==> src/rtl/avr_cpu_fetch.sv <==
// AVR instruction fetch stage: owns the PC, drives synchronous program memory,
// and shares the memory port with LPM byte reads requested by execute.
module avr_cpu_fetch #(
    parameter logic [15:0] RESET_PC = 16'h0000
) (
    input  logic        clk,
    input  logic        rst,
    output logic [15:0] pmem_addr,
    input  logic [15:0] pmem_data,
    output logic [15:0] opcode,
    output logic        cycle,
    output logic [15:0] pc,
    input  logic [15:0] pc_update,
    input  logic        hold,
    input  logic        lpm_read,
    input  logic [15:0] lpm_addr,
    output logic [7:0]  lpm_data
);

    typedef enum logic {BOOT, RUN} state_t;
    typedef enum logic {SRC_MEM, SRC_REG} src_t;

    state_t      r_state;
    state_t      w_state_next;
    src_t        r_src;
    logic [15:0] r_pc;
    logic [15:0] r_opcode;
    logic        r_cycle;
    logic        r_lpm_pending;
    logic        r_lpm_sel;
    logic [15:0] w_next_pc;

    // Modulo-2^16 add gives PC wrap-around and backward branches for free.
    assign w_next_pc = r_pc + pc_update;

    // NOTE: every output of this block gets a default first so no latch is inferred.
    always_comb begin
        w_state_next = RUN;
        pmem_addr    = RESET_PC;
        opcode       = 16'h0000;
        cycle        = 1'b0;
        if (r_state == RUN) begin
            opcode = (r_src == SRC_MEM) ? pmem_data : r_opcode;
            cycle  = r_cycle;
            if (!hold) begin
                pmem_addr = w_next_pc;
            end else if (lpm_read) begin
                pmem_addr = {1'b0, lpm_addr[15:1]};
            end else begin
                pmem_addr = r_pc;
            end
        end
    end

    assign pc       = r_pc;
    assign lpm_data = r_lpm_pending ? (r_lpm_sel ? pmem_data[15:8] : pmem_data[7:0]) : 8'h00;

    // NOTE: sequential state uses non-blocking assignments so all registers update together.
    always_ff @(posedge clk or posedge rst) begin
        if (rst) begin
            r_state       <= BOOT;
            r_src         <= SRC_MEM;
            r_pc          <= RESET_PC;
            r_opcode      <= 16'h0000;
            r_cycle       <= 1'b0;
            r_lpm_pending <= 1'b0;
            r_lpm_sel     <= 1'b0;
        end else begin
            r_state <= w_state_next;
            if (r_state == RUN) begin
                if (!hold) begin
                    r_pc          <= w_next_pc;
                    r_cycle       <= 1'b0;
                    r_src         <= SRC_MEM;
                    r_lpm_pending <= 1'b0;
                end else begin
                    // Latch the instruction so the port is free for LPM or refetch.
                    r_cycle       <= 1'b1;
                    r_opcode      <= opcode;
                    r_src         <= SRC_REG;
                    r_lpm_pending <= lpm_read;
                    if (lpm_read) begin
                        r_lpm_sel <= lpm_addr[0];
                    end
                end
            end
        end
    end

endmodule
==> config.mk <==
export PLATFORM = sky130hd
export DESIGN_NAME = avr_cpu_fetch
export DESIGN_NICKNAME = d
export VERILOG_FILES = /design/src/rtl/avr_cpu_fetch.sv
export SDC_FILE = /design/constraint.sdc
export NUM_CORES = 1
export LEC_CHECK = 0
export ABC_AREA = 1
export CAP_MARGIN = 20
export CORE_MARGIN = 1
export CORE_UTILIZATION = 41
export CTS_BUF_LIST = sky130_fd_sc_hd__clkbuf_4
export CTS_CLUSTER_DIAMETER = 50
export DETAILED_ROUTE_END_ITERATION = 10
export PLACE_DENSITY_LB_ADDON = 0.25
export SLEW_MARGIN = 0
export SYNTH_ARGS = -nofsm -noshare
export SYNTH_HDL_FRONTEND = slang
export SYNTH_SLANG_ARGS = --single-unit
==> constraint.sdc <==
create_clock -name clk -period 1.67 [get_ports clk]
set_input_delay 0.2505 -clock clk [delete_from_list [all_inputs] [get_ports clk]]
set_output_delay 0.2505 -clock clk [all_outputs]
set_load 0.01 [all_outputs]
==> results.yml <==
run_status:
  outcome: "complete, but fails checks"
  failed_checks: "design-rule violations, negative setup slack"
synth:
  ys_seq_area_share_pct: 31.9
  synth_seq_cells: 36
  synth_nets: 513
  synth_area_leaders: "dfrtp_1 32%, nand2_1 27%, ha_1 6.7%, inv_1 6.5%, a21oi_1 4.6%"
  yosysUniqueCellTypes: 31
  netlist_instances: 445
  yosysTopAreaCellShare_pct: 31.9
  netlist_area_um2: 2820
  ys_warn_count: 0
  synth_edf_count: 0
  synth_top_flop_cell: "dfrtp_1"
  synth_area_leader_cell: "dfrtp_1"
  async_flop_share_pct: 100
  synth.avg_cell_area_um2: 6.34
route:
  viasPerCell: 5.31
  drt_first_iter_violations: 242
  drc: 4
  wl_per_cell_um: 16.3
  routed_wirelength_mm: 12.0
  postRouteAntennaNets: 0
  firstDrtPassIters: 8
  vias: 3892
setup_path:
  arrival_ns: 2.13
  worstPathRequired_ns: 1.42
  crit_path_frequent_cell: "nand2_2"
  crit_fanout: 4
  crit_chain: "ha_4, fa_2, nand2_2, nand2_2, and2_4, nand2_2, nand2_2, xor2_1, nand2_1, nand2_2, buf_6"
  critPathSlowestCell: "dfrtp_1"
  max_stage_delay_ns: 0.43
  cp-end-kind: "output pin"
  cp-start-kind: "flip-flop"
  worstSetupPathType: "reg -> out"
floorplanning:
  die_area_um2: 7210
  die_y_um: 84.9
  core_um2: 6490
  rows: 29
  io_pins: 109
  die_w_um: 84.9
  initial_core_util_pct: 43.4
final_layout:
  fillers: 357
  areaGrowthSynthToFinish_pct: 94.7
  layout-drive-gt1-share_pct: 44.5
  layout.nets: 723
  antennaDiodeCount: 0
  instances_no_fill: 733
  final_core_util_pct: 84.5
place:
  dp_hpwl_mm: 6.98
  portBuffers: 108
  placed_cells: 683
  routabilityCongestion: 0.889
  pre_cts_ws_ns: -0.997
pwr:
  irDropWorstVdd_v: 0.000903
  pwr-share-seq_pct: 19.4
  switchingPower_w: 0.00326
  leakage_nw: 2.93
  pwr-share-clk_pct: 6.9
  intPower_w: 0.00383
  power.density_nw_per_um2: 1290
  p_comb_share_pct: 73.7
  p_sw_share_pct: 46.0
timing:
  hold_violations: 0
  fmax_mhz: 420
  setup_viol: 32
  worst_slack_ns: -0.713
  rsz0062_at_grt: "yes"
  post-route-min-period_ns: 2.38
  min_period_over_period_pct: 143
  slew_violations: 0
  skew_ns: 0.0169
clocking:
  cts_max_level: 2
  worstSkewPairLatency_ns: 0.34
  cts_tree: "done"
  max-clock-path-buffers: 2
  cts_hold_buf: 0
  clkTransAtPathRegs_ns: 0.14
  root_buffer: "clkbuf_4"
  cts.sinks: 36
  cts_buffers: 5
global_routing:
  grt_max_degree: 37
  grt_overflow: 0
  grt_pass1_vias: 3539
  antenna_found_initial: 0
  grtUsageTotal_pct: 27.8
  grt_pass1_wl_mm: 16.0
flow_run:
  drv_cap: 0
worst_hold_path:
  hp-class: "in -> async"
==> final cells by class <==
type,instances,area (um2),area share (%)
clock buffer,5,37.5,0.684
clock inverter,3,18.8,0.342
inverter,53,204,3.71
multi-input combinational,343,2320,42.3
sequential,36,902,16.4
tap,77,96.3,1.75
timing repair buffer,216,1910,34.8
==> cell usage after synthesis, types with 4 or more instances <==
cell type	number
nand2_1	205
dfrtp_1	36
inv_2	4
nor2_1	25
buf_4	4
a22oi_1	12
o21ai_1	5
inv_1	49
o21ai_0	15
ha_1	15
nand3_1	17
a21oi_1	26
buf_2	4
==> power by group through the flow <==
stage               clock [W]  combinational (W)  sequential [W]
floorplan                   0            0.00192         0.00149
finish               0.000491            0.00523         0.00137
global route         0.000535            0.00562         0.00139
CTS                  0.000499            0.00431         0.00135
detailed placement          0            0.00390         0.00137
global placement            0            0.00383         0.00136
==> per-stage QoR <==
step	setup TNS [ns]	hold WS [ns]	cell area (um2)	power, W
2_1_floorplan	-0.778	0.371	2990	0.00341
3_3_place_gp	-19.06	0.464	4610	0.00518
3_5_place_dp	-19.96	0.465	4610	0.00528
4_1_cts	-10.60	0.319	4970	0.00616
5_1_grt	-13.59	0.368	5490	0.00755
6_report	-10.28	0.312	5490	0.00709
==> cells in the final DEF, fill, tap and decap left out, types with 5 or more instances in the layout <==
master / count
clkbuf_4: 5
dlygate4sd2_1: 15
buf_2: 26
o21ai_2: 9
dfrtp_1: 35
nor2_1: 23
a21oi_2: 19
inv_1: 43
nand2_4: 19
inv_2: 8
ha_4: 14
nand3_2: 13
nand2_2: 43
o21ai_0: 7
nand2_1: 146
a22oi_1: 12
buf_6: 23
clkdlybuf4s15_1: 7
clkdlybuf4s50_1: 49
buf_4: 84
==> sequential cells by signal, summed over array words and instances, names as in the netlist <==
signal	cells
r_cycle	1
pc	16
r_lpm_sel	1
r_state	1
r_opcode	16
r_lpm_pending	1
==> logic make-up after synthesis <==
| kind of cell | share of synthesized area [%] |
|---|---|
| compound gates | 12.4 |
| xor+xnor | 0.621 |
| fa+ha+maj | 7.36 |
| buf+inv | 10.0 |
| flops | 31.9 |
| other cells | 0.133 |
| simple gates | 37.5 |
==> critical path: cells and delay by family (launching register included) <==
| family | cells | cell delay (ns) |
|---|---|---|
| buf+inv | 1 | 0.12 |
| xor+xnor | 1 | 0.14 |
| fa+ha+maj | 2 | 0.53 |
| flops | 1 | 0.43 |
| simple gates | 7 | 0.58 |
==> repair_timing <==
action	in CTS	in global routing
cloned	0	1
setup endpoints to repair	61	55
resized for setup	217	129
setup buffers	25	20
pin swaps	24	48
==> layer usage <==
layer,share of wire [%],global-route usage (%),up-vias
li1,-,-,1833
met1,40,33.9,1863
met2,51,51.4,156
met3,4.8,4.09,40
met4,4.0,7.24,0
met5,0,0,-
==> worst paths after layout <==
path / end / cells past startpoint / start / slack [ns]
min in group clk: pc[1]$_DFFE_PP0P_ / 4 / pc_update[1] / 0.47
worst min register to register: r_opcode[9]$_DFFE_PP0P_ / 2 / r_opcode[9]$_DFFE_PP0P_ / 0.49
worst max-delay path: pmem_addr[8] / 11 / pc[0]$_DFFE_PP0P_ / -0.71
worst min-delay path: pc[14]$_DFFE_PP0P_ / 3 / rst / 0.31
worst max register to register: pc[2]$_DFFE_PP0P_ / 11 / pc[0]$_DFFE_PP0P_ / -0.35
max in group asynchronous: r_lpm_pending$_DFFE_PP0P_ / 3 / rst / 0.98
Power figures use the tool's default switching activity.
